File: src/rtl/priority_arb_pipe_pkg.sv
// Shared definitions for the priority arbiter pipeline stage:
// FSM state encoding and default configuration constants.
package priority_arb_pipe_pkg;

    // Default request vector width and grant counter width
    localparam int DEF_N  = 8;
    localparam int DEF_CW = 16;

    // IDLE: no grant held; HOLD: a grant is held and presented downstream
    typedef enum logic {
        ST_IDLE = 1'b0,
        ST_HOLD = 1'b1
    } state_t;

endpackage : priority_arb_pipe_pkg

File: src/rtl/priority_arb_pipe_prio_select.sv
// Combinational winner selection. The search begins at i_start and walks
// downward with wraparound (i_start, i_start-1, ..., 0, N-1, ...); the first
// set request bit wins. With i_start = N-1 this is plain highest-bit priority.
module prio_select #(
    parameter int N = 8,
    parameter int W = $clog2(N)
) (
    input  logic [N-1:0] i_req,
    input  logic [W-1:0] i_start,
    output logic [W-1:0] o_idx,
    output logic [N-1:0] o_onehot,
    output logic         o_any
);

    int           w_pos_int;
    logic [W-1:0] w_pos;

    // Walk the request vector from the start position downward and keep the first hit
    always_comb begin
        o_idx     = '0;
        o_any     = 1'b0;
        w_pos_int = 0;
        w_pos     = '0;
        for (int i = 0; i < N; i++) begin
            w_pos_int = int'(i_start) - i;
            if (w_pos_int < 0) begin
                w_pos_int = w_pos_int + N;
            end else begin
                w_pos_int = w_pos_int;
            end
            w_pos = W'(w_pos_int);
            if (!o_any && i_req[w_pos]) begin
                o_any = 1'b1;
                o_idx = w_pos;
            end else begin
                o_any = o_any;
            end
        end
    end

    // One-hot form of the winner; all zeros when nothing is requested
    always_comb begin
        o_onehot = '0;
        if (o_any) begin
            o_onehot[o_idx] = 1'b1;
        end else begin
            o_onehot = '0;
        end
    end

endmodule : prio_select

File: src/rtl/priority_arb_pipe.sv
// Single-entry arbitration stage: accepts a request vector with valid/ready,
// registers the winning index (one cycle latency) and holds it until the
// consumer takes it. Back-to-back grants are possible without a bubble.
// An accepted all-zero request produces a one-cycle zero_err pulse.
// Optional feature: define PRIORITY_ARB_ROUND_ROBIN_EN to rotate the search
// start below the last granted index; otherwise strict highest-bit priority.
module priority_arb_pipe
    import priority_arb_pipe_pkg::*;
#(
    parameter int N  = DEF_N,
    parameter int CW = DEF_CW
) (
    input  logic                  clk,
    input  logic                  rst,
    input  logic [N-1:0]          req,
    input  logic                  req_valid,
    output logic                  req_ready,
    output logic [$clog2(N)-1:0]  grant_idx,
    output logic [N-1:0]          grant_onehot,
    output logic                  grant_valid,
    input  logic                  grant_ready,
    output logic                  zero_err,
    output logic [CW-1:0]         grant_cnt
);

    localparam int W = $clog2(N);

    state_t       r_state;
    logic         r_gv;
    logic [W-1:0] r_idx;
    logic [N-1:0] r_oh;
    logic         r_zero;
    logic [CW-1:0] r_cnt;

    logic         w_in_xfer;
    logic         w_out_xfer;
    logic         w_load;
    logic         w_zero;
    logic [W-1:0] w_start;
    logic [W-1:0] w_sel_idx;
    logic [N-1:0] w_sel_oh;
    logic         w_sel_any;

    // In HOLD the stage can only take a new request when the held one leaves
    assign req_ready  = (r_state == ST_IDLE) ? 1'b1 : grant_ready;
    assign w_in_xfer  = req_valid & req_ready;
    assign w_out_xfer = r_gv & grant_ready;
    assign w_load     = w_in_xfer & w_sel_any;
    assign w_zero     = w_in_xfer & ~w_sel_any;

`ifdef PRIORITY_ARB_ROUND_ROBIN_EN
    logic [W-1:0] r_ptr;
    logic [W-1:0] w_ptr_next;

    // A grant leaving this cycle moves the search start just below it, and a
    // simultaneous new request already sees the moved start.
    assign w_ptr_next = (r_idx == '0) ? W'(N - 1) : (r_idx - W'(1));
    assign w_start    = w_out_xfer ? w_ptr_next : r_ptr;

    // Round-robin pointer follows each completed output transfer
    always_ff @(posedge clk or posedge rst) begin
        if (rst) begin
            r_ptr <= W'(N - 1);
        end else if (w_out_xfer) begin
            r_ptr <= w_ptr_next;
        end else begin
            r_ptr <= r_ptr;
        end
    end
`else
    assign w_start = W'(N - 1);
`endif

    prio_select #(
        .N (N),
        .W (W)
    ) u_sel (
        .i_req    (req),
        .i_start  (w_start),
        .o_idx    (w_sel_idx),
        .o_onehot (w_sel_oh),
        .o_any    (w_sel_any)
    );

    // Grant-holding FSM with registered grant, error pulse and counter
    always_ff @(posedge clk or posedge rst) begin
        if (rst) begin
            r_state <= ST_IDLE;
            r_gv    <= 1'b0;
            r_idx   <= '0;
            r_oh    <= '0;
            r_zero  <= 1'b0;
            r_cnt   <= '0;
        end else begin
            r_zero <= w_zero;
            if (w_out_xfer && (r_cnt != '1)) begin
                r_cnt <= r_cnt + CW'(1);
            end else begin
                r_cnt <= r_cnt;
            end
            case (r_state)
                ST_IDLE: begin
                    if (w_load) begin
                        r_state <= ST_HOLD;
                        r_gv    <= 1'b1;
                        r_idx   <= w_sel_idx;
                        r_oh    <= w_sel_oh;
                    end else begin
                        r_state <= ST_IDLE;
                    end
                end
                ST_HOLD: begin
                    if (w_out_xfer && w_load) begin
                        r_idx <= w_sel_idx;
                        r_oh  <= w_sel_oh;
                    end else if (w_out_xfer) begin
                        r_state <= ST_IDLE;
                        r_gv    <= 1'b0;
                        r_idx   <= '0;
                        r_oh    <= '0;
                    end else begin
                        r_state <= ST_HOLD;
                    end
                end
                default: begin
                    r_state <= ST_IDLE;
                    r_gv    <= 1'b0;
                    r_idx   <= '0;
                    r_oh    <= '0;
                end
            endcase
        end
    end

    assign grant_valid  = r_gv;
    assign grant_idx    = r_idx;
    assign grant_onehot = r_oh;
    assign zero_err     = r_zero;
    assign grant_cnt    = r_cnt;

endmodule : priority_arb_pipe

File: config.mk
export PLATFORM = sky130hd
export DESIGN_NAME = priority_arb_pipe
export DESIGN_NICKNAME = d
export VERILOG_FILES = /design/src/rtl/priority_arb_pipe_pkg.sv /design/src/rtl/priority_arb_pipe_prio_select.sv /design/src/rtl/priority_arb_pipe.sv
export SDC_FILE = /design/constraint.sdc
export NUM_CORES = 1
export LEC_CHECK = 0
export CAP_MARGIN = 10
export CORE_ASPECT_RATIO = 0.9
export CORE_MARGIN = 1.5
export CORE_UTILIZATION = 46
export DETAILED_ROUTE_END_ITERATION = 12
export PLACE_DENSITY = 0.79
export SLEW_MARGIN = 20
export SYNTH_ARGS = -nofsm -noshare
export SYNTH_HDL_FRONTEND = slang
export SYNTH_SLANG_ARGS = --single-unit
export TNS_END_PERCENT = 5
File: constraint.sdc
create_clock -name clk -period 1.9 [get_ports clk]
set_input_delay 0.38 -clock clk [delete_from_list [all_inputs] [get_ports clk]]
set_output_delay 0.38 -clock clk [all_outputs]
set_load 0.1 [all_outputs]
## Yosys cells after proc, flatten, opt, wreduce, memory -nomap -nowiden

Cells that the tools add are included.

| cells by class | value |
|---|---|
| order comparisons | 2 |
| equality and inequality tests | 5 |
| mux-type cells | 36 |
| reduce and logical (&&, ||, !) cells | 19 |
| add/sub/neg operators | 1 |
| bitwise operators | 6 |

Operator list:

| kind | number |
|---|---|
| $mux W3 | 11 |
| $mux W8 | 4 |
| $add A16 B1 Y16 const B | 1 |
| $mux W1 | 16 |
| $ne A16 B16 Y1 const B | 1 |
| $pmux W8 S2 | 1 |
| $logic_and A1 B1 Y1 | 10 |
| $logic_not A1 Y1 | 7 |
| $pmux W3 S2 | 1 |
| $and A1 B1 Y1 | 4 |
| $lt A3 B4 Y1 const B | 1 |
| $ne A2 B2 Y1 const B | 2 |
| $pmux W1 S2 | 2 |
| $demux W1 S3 | 1 |
| $ge A3 B1 Y1 const B | 1 |
| $ne A3 B1 Y1 const B | 1 |
| $reduce_and A3 Y1 | 1 |
| $ne A2 B1 Y1 const B | 1 |
| $not A1 Y1 | 2 |
| $reduce_and A2 Y1 | 1 |

| word-level totals | value |
|---|---|
| output and inout bits | 30 |
| input port bits | 12 |
| register bits after elaboration | 30 |

## Longest topological paths before layout

Gate-level depths: netlist (run 1).

| logic depth | value |
|---|---|
| depth after elaboration | 29 |
| gate-level depth with buffers | 6 |

## Modules after synthesis

A second synthesis (run 1) with hierarchy kept.

| second synthesis, totals | value |
|---|---|
| cells, all modules | 267 |
| area, all modules | 2660.1 um2 |

Modules (own cells, without submodules):

| module | area each (um2) | cells each | times used |
|---|---|---|---|
| prio_select | 1351.3 | 159 | 1 |
| priority_arb_pipe | 1308.8 | 108 | 1 |

## Worst setup path before layout (run 1)

No wires, ideal clock.

| timing path | value |
|---|---|
| kind | reg-to-reg |
| start | reg r_cnt[5] (netlist: grant_cnt[5]) |
| end | reg r_cnt[13] (netlist: grant_cnt[13]) |
| arrival | 2.265 ns |
| cell stages (with the launch flop) | 6 |
| library setup time | 0.159 ns |
| setup slack | -0.524 ns |
| clock period less this slack | 2.424 ns |
| path buffers | 0 |
| path through | dfrtp_1 nand4_2 or4_4 nor2_1 nand3_1 xnor2_1 |

| on the way | value |
|---|---|
| longest elaborated chain between the ends | 2 |
| elaborated cells between the ends (all ways) | 3 |
| those cells by class | add/sub (1); eq/ne (1); reduce/logical (1) |

Ends and longest elaborated chain:

| element | RTL line | source |
|---|---|---|
| start, declared | priority_arb_pipe.sv:33 | `logic [CW-1:0] r_cnt;` |
| start signal, assigned | priority_arb_pipe.sv:97 | `r_cnt <= r_cnt + CW'(1);` |
| start signal, assigned | priority_arb_pipe.sv:99 | `r_cnt <= r_cnt;` |
| parallel branches: the longest is 2 deep, another holds $add A16 B1 Y16 | - |  |

Several ways; the timed one is not identified.
A chain may end at the register's enable or synchronous reset.

## Worst setup path in the final report (run 1)

| timing path | value |
|---|---|
| start | in req[6] |
| end | reg r_idx[2] (netlist: grant_idx[2]) |

| on the way | value |
|---|---|
| longest elaborated chain between the ends | 24 |
| elaborated cells between the ends (all ways) | 35 |
| those cells by class | eq/ne (2); mux (17); bitwise (1); reduce/logical (15) |

Ends and longest elaborated chain:

| element | RTL line | source |
|---|---|---|
| start, declared | priority_arb_pipe.sv:15 | `input logic [N-1:0] req,` |
| $logic_and A1 B1 Y1 (*) | priority_arb_pipe_prio_select.sv:32 | `if (!o_any && i_req[w_pos]) begin` |
| $mux W1 | priority_arb_pipe_prio_select.sv:32 |  |
| $logic_not A1 Y1 | priority_arb_pipe_prio_select.sv:32 |  |
| $logic_and A1 B1 Y1 | priority_arb_pipe_prio_select.sv:32 |  |
| $mux W1 | priority_arb_pipe_prio_select.sv:32 |  |
| $logic_not A1 Y1 | priority_arb_pipe_prio_select.sv:32 |  |
| $logic_and A1 B1 Y1 | priority_arb_pipe_prio_select.sv:32 |  |
| $mux W1 | priority_arb_pipe_prio_select.sv:32 |  |
| [8 not listed] | - |  |
| $mux W1 | priority_arb_pipe_prio_select.sv:32 |  |
| $logic_not A1 Y1 | priority_arb_pipe_prio_select.sv:32 |  |
| $logic_and A1 B1 Y1 | priority_arb_pipe_prio_select.sv:32 |  |
| $mux W1 | priority_arb_pipe_prio_select.sv:32 |  |
| $and A1 B1 Y1 | priority_arb_pipe.sv:48 | `assign w_load = w_in_xfer & w_sel_any;` |
| $logic_and A1 B1 Y1 | priority_arb_pipe.sv:113 | `if (w_out_xfer && w_load) begin` |
| $mux W3 or $ne A3 B1 Y1 (tied branches) | - |  |
| $pmux W3 S2 or $reduce_and A2 Y1 (tied branches) | - |  |
| end signal, assigned | priority_arb_pipe.sv:106 | `r_idx <= w_sel_idx;` |
| end signal, assigned | priority_arb_pipe.sv:114 | `r_idx <= w_sel_idx;` |
| end, declared | priority_arb_pipe.sv:30 | `logic [W-1:0] r_idx;` |

Every way passes the cells marked *; elsewhere a longest branch is shown, timed or not. The select of a mux whose other input is x is not followed.

==> flow_summary.ini, run 1 <==
[sta]
max_slew_margin = 0.706
slew_viol_final = 0
setup_viol = 0
min_period_ns = 1.86
period_share = 0.980
hold_violations = 0
timing.hold.ws_ns = 0.397
finalClockSkew_ns = 0.00905
fmax_mhz = 537
worst_slew_pin_slew_ns = 0.437

[flow_run]
maxCapViolCount = 0

[global_route]
met3_usage = 0.100
grtUsageTotal = 0.245
met1_usage = 0.306
grt_max_degree = 31
antenna_found_initial = 0
grt-busiest-layer = met2
use_met2 = 0.384
grt_pass1_wl_um = 5710
grt_overflow = 0
grt_pass1_vias = 1219

[yosys]
syn-num-nets = 144
synth_top_flop_cell = dfrtp_1
syn_area_sq_mm = 0.00138
async_flop_share = 1.00
syn_inst = 131
yosysUniqueCellTypes = 29
synth_edf_count = 0
ys_seq_area_frac = 0.544
ys_ff_latch = 30
yosys_warnings = 0
synth_area_per_cell_sq_um = 10.5

[setup_path]
end_kind = flop
cp-endpoint = grant_idx[2]$_DFFE_PP0P_
cp_data_required_time_ns = 2.14
startpoint_type = input pin
path_depth = 7
reg2reg_to = grant_cnt[3]$_DFFE_PP0P_
cp.buffers_inverters = 2
rrSetupSlack_ns = 0.07
reg2reg_from = grant_cnt[0]$_DFFE_PP0P_
crit_chain = clkdlybuf4s50_1 -> nor4_2 -> nand3_1 -> a22oi_1 -> buf_4 -> nand2_1 -> o21ai_0
crit_type = input pin to flop
slowest_delay_ns = 0.47
cp_slowest_cell = nor4_2
cp.arrival_ns = 2.10
crit_family = simple AND/OR/NAND/NOR gates
r2r.worst_path.cells = 6
critPathMaxFanout = 11
cp-startpoint = req[6]

[pwr]
power_density_mw_per_mm2 = 1350
total_power_mw = 3.04
ir_worst_vdd_mv = 1.19
leakage_nw = 0.971

[clock_network]
cts_hold_buffers = 0
root_buffer = clkbuf_4
cts_tree = built
h-tree-depth = 2
clk_latency_ns = 0.34
postCtsResizedCells = 0
clk_pin_slew_ns = 0.10
cts_inserted_buffers = 5
cts_buffer_depth = 2
cts.sinks = 30
post-cts-setup-buffers = 0

[detailed_routing]
via_per_inst = 5.64
drt_iter0_drc = 57
ant_nets = 0
drc_errors = 0
wl_um = 3720
routed-via-count = 1309
dr.pass1.iters = 4
wl_per_cell_um = 16.1

[placement]
io_buffers = 41
place_congestion = 0.788
hpwl_um = 2740

[floorplan]
fp.dieArea_sq_mm = 0.00334
initial_utilization = 0.494
die_y_um = 54.9
core_area_sq_mm = 0.00279
rows = 18
die_w_um = 60.7
ios = 42

[layout]
drive_above_1_share = 0.391
area_growth_pct = 63.9
diodes = 0
n_fill_cell = 183
finalNetCount = 204

[outcome]
run_status = completed

[hold_path]
hold_class = input pin to asynchronous set/reset pin
state kept, by name, indices dropped and copies added (netlist names):
| register | count |
|---|---|
| grant_cnt | 16 |
| grant_idx | 3 |
| grant_onehot | 8 |
| grant_valid | 1 |
| r_state | 1 |
| zero_err | 1 |
worst min path at each step:
stage          slack (ns)                     endpoint                     start  cells after the start
2_1_floorplan        0.47     grant_cnt[0]$_DFFE_PP0P_                       rst                      1
3_3_place_gp         0.47     grant_idx[0]$_DFFE_PP0P_  grant_idx[0]$_DFFE_PP0P_                      2
3_5_place_dp         0.48     grant_idx[0]$_DFFE_PP0P_  grant_idx[0]$_DFFE_PP0P_                      2
4_1_cts              0.40  grant_onehot[3]$_DFFE_PP0P_                       rst                      3
5_1_grt              0.44  grant_onehot[3]$_DFFE_PP0P_                       rst                      3
6_report             0.40  grant_onehot[3]$_DFFE_PP0P_                       rst                      3
placed cells by master (no fill, tap or decap), types with 2 or more instances in the layout:
cell / instances
xnor2_1: 11
clkbuf_4: 5
nor3_1: 2
xor2_1: 4
nand2_1: 20
clkdlybuf4s50_1: 11
buf_4: 22
inv_1: 4
nor2_1: 12
a32o_1: 4
a21oi_1: 2
dfrtp_2: 3
nand4_1: 5
nor2b_1: 2
a22o_1: 3
nand3_1: 7
nor4_2: 2
buf_12: 21
dfrtp_4: 14
a22oi_1: 2
o31ai_1: 2
dfrtp_1: 13
o21ai_0: 6
metrics by stage:
step | setup TNS (ns) | setup WS (ns) | cells | util | instance area (sq um)
floorplan | -0.0107 | -0.0107 | 131 | - | 1440
global placement | -0.766 | -0.0926 | 224 | 0.781 | 2180
detailed placement | -2.17 | -0.185 | 224 | 0.781 | 2180
CTS | 0 | 0.0876 | 232 | 0.804 | 2250
global route | -0.0357 | -0.0357 | 232 | 0.809 | 2260
finish | 0 | 0.0385 | 232 | 0.809 | 2260
worst reg2reg max path: cells and delay by family, from the launching register on:
family,cells,cell delay [ns]
flip-flops,1,0.47
XOR/XNOR,1,0.12
adder cells (fa/ha/maj),1,0.18
AND/OR/NAND/NOR,4,0.99
logic make-up (layout without fill, tap and decap cells):
| logic type | after synthesis | count (layout) | share of synthesized area |
|---|---|---|---|
| XOR/XNOR | 15 | 15 | 0.0953 |
| adder cells (fa/ha/maj) | 1 | 1 | 0.00907 |
| AND/OR/NAND/NOR | 58 | 58 | 0.214 |
| AO/OA/AOI/OAI | 22 | 22 | 0.123 |
| flip-flops | 30 | 30 | 0.544 |
| buffers and inverters | 5 | 66 | 0.0145 |
report_power, final:
group / internal, mW / switching [mW] / total, mW
clock: 0.178 / 0.236 / 0.413
sequential: 0.794 / 0.167 / 0.961
combinational: 0.486 / 1.18 / 1.67
total: 1.46 / 1.59 / 3.04
routing by layer:
| metal | vias up | wire [um] |
|---|---|---|
| li1 | 590 | - |
| met1 | 642 | 1530 |
| met4 | 0 | 85 |
| met3 | 12 | 254 |
| met2 | 65 | 1850 |
| met5 | - | 0 |
synthesized netlist by cell type (2+ instances only):
| master | n | share of area |
|---|---|---|
| dfrtp_1 | 30 | 0.54 |
| nand2_1 | 20 | 0.054 |
| nor2_1 | 12 | 0.033 |
| xnor2_1 | 11 | 0.070 |
| nand3_1 | 7 | 0.025 |
| o21ai_0 | 6 | 0.022 |
| nand4_1 | 5 | 0.023 |
| a32o_1 | 4 | 0.029 |
| inv_1 | 4 | 0.011 |
| xor2_1 | 4 | 0.025 |
| a22o_1 | 3 | 0.019 |
| nor3_1 | 3 | 0.011 |
| a21oi_1 | 2 | 0.0073 |
| a22oi_1 | 2 | 0.011 |
| nor2b_1 | 2 | 0.0091 |
| nor4_2 | 2 | 0.018 |
| o31ai_1 | 2 | 0.011 |
layout make-up:
class	count	area, sq um	area share
clock inverter	2	12.5	0.00554
multi-input combinational	96	628	0.278
timing repair buffer	54	696	0.308
inverter	4	15.0	0.00664
sequential	30	807	0.357
tap	40	50.0	0.0221
clock buffer	6	51.3	0.0227
Note: power is estimated with default switching activity, not from simulation.
==> run 2, diff against run 1 <==
CAP_MARGIN = 15   (was 10)
CORE_MARGIN = 4   (was 1.5)
==> flow_summary.ini, run 2 (same netlist as run 1, synthesis figures left out) <==
[detailed_routing]
drc_errors = 0
drt_iter0_drc = 66
wl_per_cell_um = 15.0
wl_um = 3460
routed-via-count = 1272
via_per_inst = 5.51
dr.pass1.iters = 4
ant_nets = 0

[floorplan]
core_area_sq_mm = 0.00282
ios = 42
die_y_um = 59.9
fp.dieArea_sq_mm = 0.00394
die_w_um = 65.7
initial_utilization = 0.490
rows = 18

[global_route]
grt_pass1_wl_um = 5830
grtUsageTotal = 0.200
antenna_found_initial = 0
grt_max_degree = 31
grt_pass1_vias = 1261
grt_overflow = 0

[clock_network]
cts_hold_buffers = 0
clk_pin_slew_ns = 0.09
cts_buffer_depth = 2
root_buffer = clkbuf_4
cts.sinks = 30
cts_tree = built
clk_latency_ns = 0.33
h-tree-depth = 2
cts_inserted_buffers = 5

[layout]
fin_util = 0.788
n_fill_cell = 179
diodes = 0
finalNetCount = 203
final_cell_mix = buf_4 (23), nand2_1 (20), buf_12 (19)
area_growth_pct = 61.0
drive_above_1_share = 0.372
fin_area_sq_mm = 0.00222
largest_register_ffs = 16
layout_commonest_cell = buf_4

[hold_path]
hold_class = input pin to asynchronous set/reset pin

[pwr]
ir_worst_vdd_mv = 1.31
power_density_mw_per_mm2 = 1360
total_power_mw = 3.03
leakage_nw = 0.948

[placement]
place_congestion = 0.894
io_buffers = 41
dpl-instance-area_sq_mm = 0.00215
hpwl_um = 2680
preCtsSetupSlack_ns = -0.167

[setup_path]
cp.buffers_inverters = 0
crit_type = flop to flop
r2r.worst_path.cells = 6
cp.arrival_ns = 2.02
startpoint_type = flop
rrSetupSlack_ns = 0.13
slowest_delay_ns = 0.47
reg2reg_from = grant_cnt[0]$_DFFE_PP0P_
crit_chain = ha_1 -> nand3_1 -> o41ai_4 -> nor2_1 -> nand4_1 -> xnor2_1
cp_data_required_time_ns = 2.15
reg2reg_to = grant_cnt[7]$_DFFE_PP0P_
cp_slowest_cell = dfrtp_4
critPathMaxFanout = 5
crit_family = simple AND/OR/NAND/NOR gates
end_kind = flop

[sta]
setup_viol = 0
worst_slack_ns = 0.130
max_slew_margin = 0.704
hold_violations = 0
fmax_mhz = 565
finalClockSkew_ns = 0.00753
worst_slew_pin_slew_ns = 0.440
min_period_ns = 1.77
rsz0062_at_grt = true
period_share = 0.932
slew_viol_final = 0

[outcome]
run_status = completed

[flow_run]
maxCapViolCount = 0
## run 2: cell count changes in the layout (fill, tap and decap cells not counted), sizes merged
cell      delta
buf          -1
clkbuf       +2
clkinv       -1
clkinvlp     -1
## run 2: metrics by stage
stage / TNS [ns] / hold WS, ns / instances
after floorplan: -0.0107 / 0.471 / 131
after global placement: -0.868 / 0.468 / 223
after detailed placement: -1.89 / 0.468 / 223
after CTS: 0 / 0.421 / 231
after global routing: -0.100 / 0.426 / 231
final: 0 / 0.417 / 231
## run 2: what timing repair did
item                       4_1_cts  5_1_grt
resized for setup                0        1
hold endpoints to repair         0        0
setup endpoints to repair        0        4
setup buffers                    0        0
## run 2: worst reg2reg max path: cells and delay by family (launching register included)
family | cells | cell delay (ns)
AOI/OAI and AO/OA | 1 | 0.44
xor gates and xnor gates | 1 | 0.13
DFF | 1 | 0.47
and+or+nand+nor | 3 | 0.47
adders and majority gates | 1 | 0.18
## run 2: routing by layer
layer	part of all wire	wire (um)	GRT usage
met2	0.50	1740	0.323
met4	0.015	53	0.0769
met3	0.058	202	0.0808
met5	0	0	0
met1	0.42	1470	0.241
## run 2: how the worst max path moves through the flow
stage,from,to,cells after the start,slack [ns]
global route,grant_cnt[0]$_DFFE_PP0P_,grant_cnt[3]$_DFFE_PP0P_,6,-0.03
CTS,grant_cnt[0]$_DFFE_PP0P_,grant_cnt[6]$_DFFE_PP0P_,6,0.06
global placement,req[6],grant_onehot[4]$_DFFE_PP0P_,5,-0.1
finish,grant_cnt[0]$_DFFE_PP0P_,grant_cnt[7]$_DFFE_PP0P_,6,0.13
detailed placement,req[6],grant_onehot[0]$_DFFE_PP0P_,7,-0.17
floorplan,grant_cnt[5]$_DFFE_PP0P_,grant_cnt[13]$_DFFE_PP0P_,5,-0.01
## run 2: final cells by class
type / count / area [sq um] / share of cell area
clock buffers: 8 / 58.8 / 0.0265
repair buffers: 53 / 663 / 0.299
flip-flops and latches: 30 / 807 / 0.364
well taps: 40 / 50.0 / 0.0225
multi-input cells: 96 / 626 / 0.282
inverters: 4 / 15.0 / 0.00676
## run 2: where the power goes
| part | total [mW] | internal, mW | switching [mW] |
|---|---|---|---|
| registers | 0.962 | 0.794 | 0.168 |
| clock network | 0.396 | 0.182 | 0.214 |
| logic | 1.67 | 0.499 | 1.17 |
==> run 3, diff against run 2 <==
ABC_AREA = 1   (was not set)
CORE_UTILIZATION = 50   (was 46)
HOLD_SLACK_MARGIN = 0.08   (was not set)
PLACE_DENSITY = 0.8   (was 0.79)
==> flow_summary.ini, run 3 <==
[outcome]
run_status = completed

[setup_path]
startpoint_type = flop
cp_slowest_cell = dfrtp_4
slowest_delay_ns = 0.45
crit_chain = ha_1 -> inv_1 -> nor2_4 -> inv_2 -> nor2_4 -> nand3_2 -> nand2_2 -> buf_4 -> nor2_1 -> nand2_1 -> nand2_1
end_kind = flop
critPathMaxFanout = 10
crit_family = simple AND/OR/NAND/NOR gates
crit_type = flop to flop
cp.arrival_ns = 1.92
cp_data_required_time_ns = 2.08
cp.buffers_inverters = 3

[yosys]
ys_ff_latch = 30
synth_compound_area_frac = 0.0849
async_flop_share = 1.00
synth_edf_count = 0
synth-xor-area-share = 0.0525
syn-num-nets = 241
synth_area_per_cell_sq_um = 7.95
synth_mux_area_frac = 0
synth_top_family_by_area = simple AND/OR/NAND/NOR gates
synthTopCellsByArea = dfrtp_1 (41%), nand2_1 (13%), nand3_1 (5.5%)
synth_common_cells = nand2_1 (62), dfrtp_1 (30), inv_1 (26)
syn_inst = 228
synth.largest_area_cell = dfrtp_1
ys_seq_area_frac = 0.414
yosys_warnings = 0
synth_simple_gate_area_frac = 0.347
yosysMostFrequentCell = nand2_1
synth_top_flop_cell = dfrtp_1
synthAdderAreaFrac = 0.00691
yosysTopAreaCellShare = 0.414
yosysUniqueCellTypes = 26
syn_area_sq_mm = 0.00181

[global_route]
grt_max_degree = 31
antenna_found_initial = 0
grtUsageTotal = 0.210
grt_pass1_wl_um = 7380
grt_pass1_vias = 1553
grt_overflow = 0

[clock_network]
cts_inserted_buffers = 5
cts_hold_buffers = 0
h-tree-depth = 2
clk_latency_ns = 0.29
root_buffer = clkbuf_8
cts_tree = built
cts_buffer_depth = 2
clk_pin_slew_ns = 0.06
cts.sinks = 30

[placement]
dpl-instance-area_sq_mm = 0.00250
place_congestion = 0.959
hpwl_um = 3410
io_buffers = 41

[hold_path]
hold_class = input pin to asynchronous set/reset pin

[detailed_routing]
drc_errors = 0
wl_per_cell_um = 13.8
routed-via-count = 1682
drt_iter0_drc = 187
wl_um = 4420
via_per_inst = 5.26
dr.pass1.iters = 4
ant_nets = 0

[layout]
drive_above_1_share = 0.319
largest_register_ffs = 16
area_growth_pct = 43.4
diodes = 0
layout_commonest_cell = nand2_1
final_cell_mix = nand2_1 (62), inv_1 (26), buf_12 (24)
finalNetCount = 288
fin_util = 0.758
fin_area_sq_mm = 0.00260

[pwr]
total_power_mw = 4.01
ir_worst_vdd_mv = 0.964
leakage_nw = 1.21
power_density_mw_per_mm2 = 1540

[floorplan]
die_y_um = 65.1
fp.dieArea_sq_mm = 0.00465
core_area_sq_mm = 0.00343
ios = 42
die_w_um = 71.5
rows = 20
initial_utilization = 0.528

[flow_run]
maxCapViolCount = 0

[sta]
worst_slew_pin_slew_ns = 0.441
rsz0062_at_grt = false
hold_violations = 0
timing.hold.ws_ns = 0.464
fmax_mhz = 574
min_period_ns = 1.74
setup_viol = 0
period_share = 0.917
slew_viol_final = 0
max_slew_margin = 0.704
finalClockSkew_ns = 0.00618
==> run 3: cell type report <==
| cell class | count | area, sq um |
|---|---|---|
| Clock buffer | 7 | 86.3 |
| Clock inverter | 1 | 5.00 |
| Fill cell | 232 | 830 |
| Inverter | 31 | 119 |
| Multi-Input combinational cell | 161 | 891 |
| Sequential cell | 30 | 769 |
| Tap cell | 44 | 55.1 |
| Timing Repair Buffer | 46 | 673 |
==> run 3: per-stage QoR <==
| step | TNS (ns) | cells | setup slack, ns |
|---|---|---|---|
| finish | 0 | 320 | 0.157 |
| global placement | 0 | 312 | 0.0792 |
| detailed placement | -0.000307 | 312 | -0.000307 |
| CTS | 0 | 320 | 0.0694 |
| floorplan | 0 | 228 | 0.00206 |
| global route | 0 | 320 | 0.0242 |
==> run 3: tightest hold or removal path, cell delays in order <==
cell and delay, ns:
clkdlybuf4s50_1 0.39, inv_1 0.05, buf_4 0.34
==> run 3: cells by family (layout without fill, tap and decap cells) <==
kind of cell,after synthesis,in the layout
XOR/XNOR,10,10
AND/OR/NAND/NOR,131,131
AO/OA/AOI/OAI,19,19
adder cells (fa/ha/maj),1,1
flip-flops,30,30
buffers and inverters,37,85
==> run 3: routing by layer <==
metal	share of wire	up-vias	routed length, um	GRT usage
met5	0	-	0	0
met1	0.44	793	1950	0.276
met4	0.016	0	72	0.103
met3	0.062	6	274	0.0627
met2	0.48	60	2120	0.317
li1	-	823	-	-
==> run 3: repair_timing <==
action | CTS | global route
setup buffers | 0 | 0
resized for setup | 0 | 2
setup endpoints to repair | 0 | 8
==> run 3: worst paths after layout <==
kind / startpoint / to / slack, ns / depth (start not counted)
hold / removal: rst / grant_onehot[2]$_DFFE_PP0P_ / 0.46 / 3
hold reg to reg: grant_onehot[6]$_DFFE_PP0P_ / grant_onehot[6]$_DFFE_PP0P_ / 0.51 / 2
setup / recovery: grant_cnt[1]$_DFFE_PP0P_ / grant_cnt[12]$_DFFE_PP0P_ / 0.16 / 11
setup reg to reg: grant_cnt[1]$_DFFE_PP0P_ / grant_cnt[12]$_DFFE_PP0P_ / 0.16 / 11
min in group clk: grant_onehot[6]$_DFFE_PP0P_ / grant_onehot[6]$_DFFE_PP0P_ / 0.51 / 2
max in group asynchronous: rst / grant_cnt[1]$_DFFE_PP0P_ / 1.13 / 3
==> run 3: power by group <==
part	switching [mW]	internal [mW]
Sequential	0.251	0.820
Combinational	1.64	0.767
Clock	0.240	0.291
Total	2.13	1.88
